==> src/rtl/vacc_buf_ctrl.sv <==
// Double-buffered vector accumulator controller: drives the accumulate port of a
// ping-pong BRAM and streams out each completed buffer on the readout port.
module vacc_buf_ctrl #(
    parameter int VECTOR_LENGTH = 32,
    parameter int ACC_LEN_BITS  = 8,
    parameter int RAM_LATENCY   = 2,
    localparam int VLB          = $clog2(VECTOR_LENGTH)
) (
    input  logic         clk,
    input  logic         rst,
    input  logic         din_valid,
    input  logic         sync,
    output logic [VLB:0] acc_rd_addr,
    output logic         new_acc,
    output logic         acc_wr_en,
    output logic [VLB:0] acc_wr_addr,
    output logic         buf_sel,
    output logic         dump_en,
    output logic [VLB:0] dump_addr,
    output logic         dump_valid,
    output logic         dump_last,
    output logic         acc_done,
    output logic         sync_err,
    output logic         overrun
);
    localparam int PIPE_LAT = RAM_LATENCY + 1;
    localparam int VCW      = (ACC_LEN_BITS > 0) ? ACC_LEN_BITS : 1;
    localparam int CW       = (($clog2(PIPE_LAT + 1) > VLB) ? $clog2(PIPE_LAT + 1) : VLB) + 1;
    localparam logic [VCW-1:0] VEC_LAST = VCW'((1 << ACC_LEN_BITS) - 1);
    localparam logic [VLB-1:0] IDX_LAST = VLB'(VECTOR_LENGTH - 1);

    typedef enum logic {IDLE, ACCUM} acc_state_t;
    typedef enum logic [1:0] {RD_IDLE, RD_WAIT, RD_RUN} rd_state_t;

    acc_state_t           acc_state_q, acc_state_d;
    rd_state_t            rd_state_q, rd_state_d;
    logic [VLB-1:0]       idx_q, idx_d, idx_eff;
    logic [VCW-1:0]       vec_q, vec_d, vec_eff;
    logic [CW-1:0]        rd_cnt_q, rd_cnt_d;
    logic                 buf_sel_q, buf_sel_d;
    logic                 sync_err_q, sync_err_d;
    logic                 overrun_q, overrun_d;
    logic                 accept, restart, swap, dump_last_c;
    logic [RAM_LATENCY-1:0] new_pipe_q, new_pipe_d;
    logic [RAM_LATENCY-1:0] dv_pipe_q, dv_pipe_d;
    logic [RAM_LATENCY-1:0] dl_pipe_q, dl_pipe_d;
    logic [PIPE_LAT-1:0]    wr_v_q, wr_v_d;
    logic [VLB:0]           wr_a_q [PIPE_LAT];
    logic [VLB:0]           wr_a_d [PIPE_LAT];

    always_comb begin
        acc_state_d = acc_state_q;
        idx_d       = idx_q;
        vec_d       = vec_q;
        buf_sel_d   = buf_sel_q;
        sync_err_d  = sync_err_q;
        accept      = din_valid && (acc_state_q == ACCUM || sync);
        // a mid-vector sync re-aligns: this sample becomes sample 0 of vector 0
        restart     = accept && sync && acc_state_q == ACCUM && idx_q != '0;
        idx_eff     = restart ? '0 : idx_q;
        vec_eff     = restart ? '0 : vec_q;
        swap        = accept && !restart && idx_eff == IDX_LAST && vec_eff == VEC_LAST;
        if (accept) begin
            acc_state_d = ACCUM;
            idx_d       = idx_eff + 1'b1;
            if (idx_eff == IDX_LAST) begin
                vec_d = (vec_eff == VEC_LAST) ? '0 : vec_eff + 1'b1;
            end else begin
                vec_d = vec_eff;
            end
        end
        if (restart) sync_err_d = 1'b1;
        if (swap) buf_sel_d = ~buf_sel_q;
        acc_rd_addr = accept ? {buf_sel_q, idx_eff} : '0;
        acc_done    = swap;
    end

    always_comb begin
        rd_state_d  = rd_state_q;
        rd_cnt_d    = rd_cnt_q;
        overrun_d   = overrun_q;
        dump_en     = 1'b0;
        dump_addr   = '0;
        dump_last_c = 1'b0;
        case (rd_state_q)
            RD_WAIT: begin
                if (rd_cnt_q == '0) rd_state_d = RD_RUN;
                else rd_cnt_d = rd_cnt_q - 1'b1;
            end
            RD_RUN: begin
                dump_en   = 1'b1;
                dump_addr = {~buf_sel_q, rd_cnt_q[VLB-1:0]};
                if (rd_cnt_q[VLB-1:0] == IDX_LAST) begin
                    dump_last_c = 1'b1;
                    rd_state_d  = RD_IDLE;
                    rd_cnt_d    = '0;
                end else begin
                    rd_cnt_d = rd_cnt_q + 1'b1;
                end
            end
            default: ;
        endcase
        // a new swap always wins: restart readout on the newest completed buffer
        if (swap) begin
            if (rd_state_q != RD_IDLE) overrun_d = 1'b1;
            rd_state_d = RD_WAIT;
            rd_cnt_d   = CW'(PIPE_LAT - 1);
        end
    end

    always_comb begin
        new_pipe_d[0] = accept && vec_eff == '0;
        dv_pipe_d[0]  = dump_en;
        dl_pipe_d[0]  = dump_last_c;
        wr_v_d[0]     = accept;
        wr_a_d[0]     = acc_rd_addr;
        for (int i = 1; i < RAM_LATENCY; i++) begin
            new_pipe_d[i] = new_pipe_q[i-1];
            dv_pipe_d[i]  = dv_pipe_q[i-1];
            dl_pipe_d[i]  = dl_pipe_q[i-1];
        end
        for (int i = 1; i < PIPE_LAT; i++) begin
            wr_v_d[i] = wr_v_q[i-1];
            wr_a_d[i] = wr_a_q[i-1];
        end
    end

    always_ff @(posedge clk) begin
        if (rst) begin
            acc_state_q <= IDLE;
            rd_state_q  <= RD_IDLE;
            idx_q       <= '0;
            vec_q       <= '0;
            rd_cnt_q    <= '0;
            buf_sel_q   <= 1'b0;
            sync_err_q  <= 1'b0;
            overrun_q   <= 1'b0;
            new_pipe_q  <= '0;
            dv_pipe_q   <= '0;
            dl_pipe_q   <= '0;
            wr_v_q      <= '0;
            for (int i = 0; i < PIPE_LAT; i++) wr_a_q[i] <= '0;
        end else begin
            acc_state_q <= acc_state_d;
            rd_state_q  <= rd_state_d;
            idx_q       <= idx_d;
            vec_q       <= vec_d;
            rd_cnt_q    <= rd_cnt_d;
            buf_sel_q   <= buf_sel_d;
            sync_err_q  <= sync_err_d;
            overrun_q   <= overrun_d;
            new_pipe_q  <= new_pipe_d;
            dv_pipe_q   <= dv_pipe_d;
            dl_pipe_q   <= dl_pipe_d;
            wr_v_q      <= wr_v_d;
            wr_a_q      <= wr_a_d;
        end
    end

    assign new_acc     = new_pipe_q[RAM_LATENCY-1];
    assign acc_wr_en   = wr_v_q[PIPE_LAT-1];
    assign acc_wr_addr = wr_a_q[PIPE_LAT-1];
    assign dump_valid  = dv_pipe_q[RAM_LATENCY-1];
    assign dump_last   = dl_pipe_q[RAM_LATENCY-1];
    assign buf_sel     = buf_sel_q;
    assign sync_err    = sync_err_q;
    assign overrun     = overrun_q;
endmodule

==> config.mk <==
export PLATFORM = sky130hd
export DESIGN_NAME = vacc_buf_ctrl
export DESIGN_NICKNAME = d
export VERILOG_FILES = /design/src/rtl/vacc_buf_ctrl.sv
export SDC_FILE = /design/constraint.sdc
export NUM_CORES = 1
export LEC_CHECK = 0
export BUFFER_PORTS_ARGS = -buffer_cell sky130_fd_sc_hd__buf_2
export CAP_MARGIN = 25
export CORE_MARGIN = 4
export CORE_UTILIZATION = 61
export CTS_CLUSTER_SIZE = 40
export DETAILED_ROUTE_END_ITERATION = 16
export PLACE_DENSITY_LB_ADDON = 0.05
export SYNTH_ARGS = -nofsm -noshare
export SYNTH_HDL_FRONTEND = slang
export SYNTH_SLANG_ARGS = --single-unit
export TNS_END_PERCENT = 5
==> constraint.sdc <==
create_clock -name clk -period 5.1 [get_ports clk]
set_input_delay 0.255 -clock clk [delete_from_list [all_inputs] [get_ports clk]]
set_output_delay 0.255 -clock clk [all_outputs]
set_load 0.05 [all_outputs]
; Yosys cells after proc, flatten, opt, wreduce, memory -nomap -nowiden
; Index checks and enable logic that the tools add are counted.
[word_totals]
ff_bits = 52
latchBits = 0
inputBits = 4
mem_bits_ro = 0
out_inout_bits = 27
ram_bits = 0
n_memories = 0
word_cells = 74
[op_classes]
n_mul = 0
muxes = 16
magnitude_cmp = 0
shift = 0
n_bitwise = 2
n_eq_ne = 11
n_addsub = 4
div = 0
n_reduce_logical = 23
[ops]
columns = operator, n
row1 = two-way mux 6 bit, 4
row2 = two-way mux 8 bit, 3
row3 = one-hot mux 6 bit (2 select lines), 1
row4 = "== test 5 bit, second input constant", 2
row5 = "inequality test 3 bit, second input constant", 3
row6 = "adder 8 x 1 -> 8 bit, second input constant", 1
row7 = "== test 8 bit, second input constant", 1
row8 = logical AND 1 bit, 8
row9 = logical NOT 8 bit, 1
row10 = "adder 6 x 1 -> 6 bit, second input constant", 1
row11 = logical NOT 6 bit, 1
row12 = two-way mux 2 bit, 3
row13 = "inequality test 2 bit, second input constant", 3
row14 = AND reduction 2 bit, 3
row15 = AND reduction 3 bit, 2
row16 = "subtractor 6 x 1 -> 6 bit, second input constant", 1
row17 = "adder 5 x 1 -> 5 bit, second input constant", 1
row18 = two-way mux 5 bit, 1
row19 = nonzero test 5 bit, 1
row20 = one-hot mux 2 bit (2 select lines), 1
row21 = nonzero test 2 bit, 2
row22 = OR reduction 2 bit, 2
row23 = two-way mux 1 bit, 3
row24 = nonzero test 3 bit, 1
row25 = other kinds (5), 6

; Logic depth before layout (Yosys ltp)
[logic_depth]
ltp_word = 11
depth_mapped = 12
ltp_nobuf = 12

; Worst setup path after synthesis
; Ideal clock, no wire load.
[synth_timing]
path_kind = register to output
from = reg idx_q[1]
to = out acc_done
arrival_ps = 2353
path_buffers = 1
slack_ps = 2492
path_stages_with_launch = 11
required_ps = 4845
cell_sequence = dfxtp_1 or4_4 o21ai_4 buf_2 nand2_1 inv_1 ha_1 nand3_1 nor2_1 nand4_1 inv_1
[synth_between]
elab_chain_cells = 6
elab_cells_between_ends = 10
cone_classes = 2 x eq/ne / 2 x mux / 6 x reduce/logical
[synth_lines]
columns = item, line
row1 = "start, declared", 37  ; logic [VLB-1:0] idx_q, idx_d, idx_eff;
row2 = "start signal, assigned", 146  ; idx_q <= idx_d;
row3 = nonzero test 5 bit, 59  ; restart = accept && sync && acc_state_q == ACCUM && idx_q != '0;
row4 = logical AND 1 bit, 59
row5 = two-way mux 5 bit or logical NOT 1 bit (tied branches), "60, 62"
row6 = == test 5 bit or logical AND 1 bit (tied branches), 62  ; swap = accept && !restart && idx_eff == IDX_LAST && vec_eff == VEC_LAST;
row7 = logical AND 1 bit, 62
row8 = logical AND 1 bit *, 62
row9 = "end, declared", 22  ; output logic acc_done,
; Every way passes the cells marked *; elsewhere a longest branch is shown, timed or not.

; Worst setup path after layout
; Same ends and word-level chain as after synthesis.

==> run_results.csv <==
group,metric,value,unit
placement,gp_congestion,0.877,
clocking,cts_resized,0,
timing,slew_violations,0,
worst_hold_path,min_from,"sync",
yosys,synth.top_cell.area_share,44.7,%
grt,grt_first_pass_wirelength,7.13,mm
clocking,clock_path_buffers,2,
layout,layout-drive-gt1-share,14.3,%
clocking,cts.sinks,52,
timing,fmax,321,MHz
power_and_ir_drop,peakVddDrop,206,uV
timing,tightest_slew,0.633,ns
layout,antenna_cells,0,
detailed_routing,routed_via_density,5.44,
die,rows,22,
die,core,0.00369,sq mm
setup_path,endpoint_kind,"output pin",
timing,slew_headroom,57.8,%
clocking,cts_made_buffers,5,
detailed_routing,detail_route.wl_per_cell,12.3,microns
grt,overflow,0,
detailed_routing,dr_total_vias,1894,
layout,register_area,0.00104,sq mm
grt,grt_pass1_vias,1585,
grt,grt_max_degree,40,
clocking,cts_max_level,2,
layout,fillCellCount,324,
yosys,synth_nets,294,
die,dieWidth,69.8,microns
detailed_routing,first_iter_violations,139,
clocking,post-cts-setup-buffers,0,
layout,nNetsFinal,314,
yosys,synth_top_area_cell,"dfxtp_1",
clocking,clk_latency,0.30,ns
outcome,status,"complete, no violations",
yosys,synth_most_common_cell,"dfxtp_1",
yosys,synth-seq-cells,52,
clocking,ctsRootBufferMaster,"clkbuf_8",
die,die-area,0.00487,sq mm
yosys,synth_edf_count,0,
yosys,seq_area_frac_synth,44.7,%
timing,rsz0062_at_grt,"no",
yosys,synth_common_cells,"dfxtp_1, nor2_1, nand2_1, nor2b_1, inv_1",
clocking,cts_tree,"yes",
setup_path,crit_path_start,"idx_q[1]",
timing,final.setup_skew,0.00350,ns
detailed_routing,ant_nets,0,
yosys,ys_types,43,
worst_hold_path,hp-class,"in2reg",
grt,antenna_found_initial,0,
yosys,syn_area,0.00233,sq mm
power_and_ir_drop,power.leakage,1.09,nW
die,start_util,63.2,%
die,io_pins,31,
yosys,syn_area_per_cell,8.35,sq um
detailed_routing,wl,4.28,mm
setup_path,critPathMaxFanout,15,
placement,dpl.hpwl,2.97,mm
detailed_routing,drtPass1Iterations,4,
timing,timing.setup.tns,0,ns
timing,holdWs,0.242,ns
yosys,ys.flop_type,"dfxtp_1",
timing,min_period,3.12,ns
clocking,cts_hold_buf,0,
setup_path,worstSetupStartpointType,"flop",
setup_path,cp.arrival,2.86,ns
layout,syn2layout_area_growth,9.29,%
yosys,synth_area_leaders,"dfxtp_1, nor2_1, ha_1",
power_and_ir_drop,power_density,298,mW/mm^2
timing,period_share,61.2,%
placement,port_buffers,30,
job,cap_viol_max_count,0,
setup_path,reg2reg_from,"idx_q[1]",
yosys,synth-async-reset-ratio,0,%
clocking,clk_pin_slew,0.09,ns
grt,grt_util_all_layers,18.1,%
yosys,synth-warning-count,0,
setup_path,worstPathRequired,4.85,ns
timing,hold_viol,0,
detailed_routing,drc,0,
timing,setup_viol,0,
yosys,netlist_instances,279,
layout,multiInputGateArea,0.00114,sq mm
setup_path,path_class,"reg2out",
die,die_h,69.8,microns
-- worst max-delay path: stages (launching register included) --
cell	delay, ns
dfxtp_1	0.35
or4_4	0.55
o21ai_4	0.34
nand2_1	0.13
inv_1	0.08
ha_1	0.20
nand3_1	0.09
nor2_1	0.19
nand4_1	0.26
inv_1	0.11
buf_2	0.26
-- report_power, final --
| part | internal (mW) | leakage, nW | switching [mW] |
|---|---|---|---|
| logic | 0.0348 | 0.625 | 0.0650 |
| registers | 0.416 | 0.421 | 0.0139 |
| clock network | 0.0974 | 0.0445 | 0.131 |
-- kinds of logic after synthesis --
kind of cell	share of synthesized area [%]
compound gates	12.9
xor+xnor	1.88
fa+ha+maj	5.91
buf+inv	6.34
flops	44.7
simple gates	28.3
-- path summary, 6_finish.rpt --
kind / to / slack [ns] / depth (start not counted)
worst min-delay path: acc_state_q / 0.24 / 3
worst max-delay path: acc_done / 1.98 / 10
worst min register to register: wr_a_d[4] / 0.44 / 1
worst max register to register: rd_state_q[1] / 2.38 / 10
-- placed cells by master (no fill, tap or decap), drive strengths merged, types with 2 or more instances in the layout --
cell type,instances
and3,4
clkbuf,5
buf,31
ha,11
a32o,2
or3,4
a211oi,3
o21a,3
nand2,30
nand3,9
a21o,2
or4,3
nor3,5
o21ai,7
nor2,40
xor2,3
a21oi,12
nor2b,20
inv,16
and2,5
nand2b,4
xnor2,2
nand4,6
a31oi,6
dfxtp,52
-- layout make-up --
class | instances | share of cell area (%)
sequential | 52 | 40.9
clock buffer | 5 | 2.70
tap | 48 | 2.36
inverter | 15 | 2.21
clock inverter | 3 | 0.835
timing repair buffer | 31 | 6.19
multi-input combinational | 194 | 44.8
-- metal layers --
layer / GRT usage (%) / up-vias / wire length, microns / share of wire (%)
met1: 23.1 / 861 / 2020 / 47
met4: 9.15 / 0 / 78 / 1.8
met3: 5.22 / 8 / 219 / 5.1
met5: 0 / - / 0 / 0
li1: - / 978 / - / -
met2: 27.6 / 47 / 1960 / 46
-- sequential cells by signal (all words and copies together) (netlist names) --
| name | flops |
|---|---|
| buf_sel | 1 |
| new_pipe_q | 2 |
| acc_state_q | 1 |
| sync_err | 1 |
| rd_state_q | 2 |
| overrun | 1 |
| rd_cnt_q | 6 |
| idx_q | 5 |
| dl_pipe_q | 2 |
| dv_pipe_q | 2 |
| wr_v_q | 3 |
| vec_q | 8 |
| acc_wr_addr | 6 |
| wr_a_d | 12 |
-- per-stage QoR --
step                      cells  area (sq um)  total power [mW]  worst slack, ns  util [%]
after floorplan             279          2330             0.518             2.49         -
after global placement      340          2460             0.538             2.45      66.6
after detailed placement    340          2460             0.539             2.36      66.6
after CTS                   348          2550             0.764             1.97      69.0
after global routing        348          2550             0.797             1.75      69.0
final                       348          2550             0.758             1.98      69.0
Note: power is estimated with default switching activity, not from simulation.
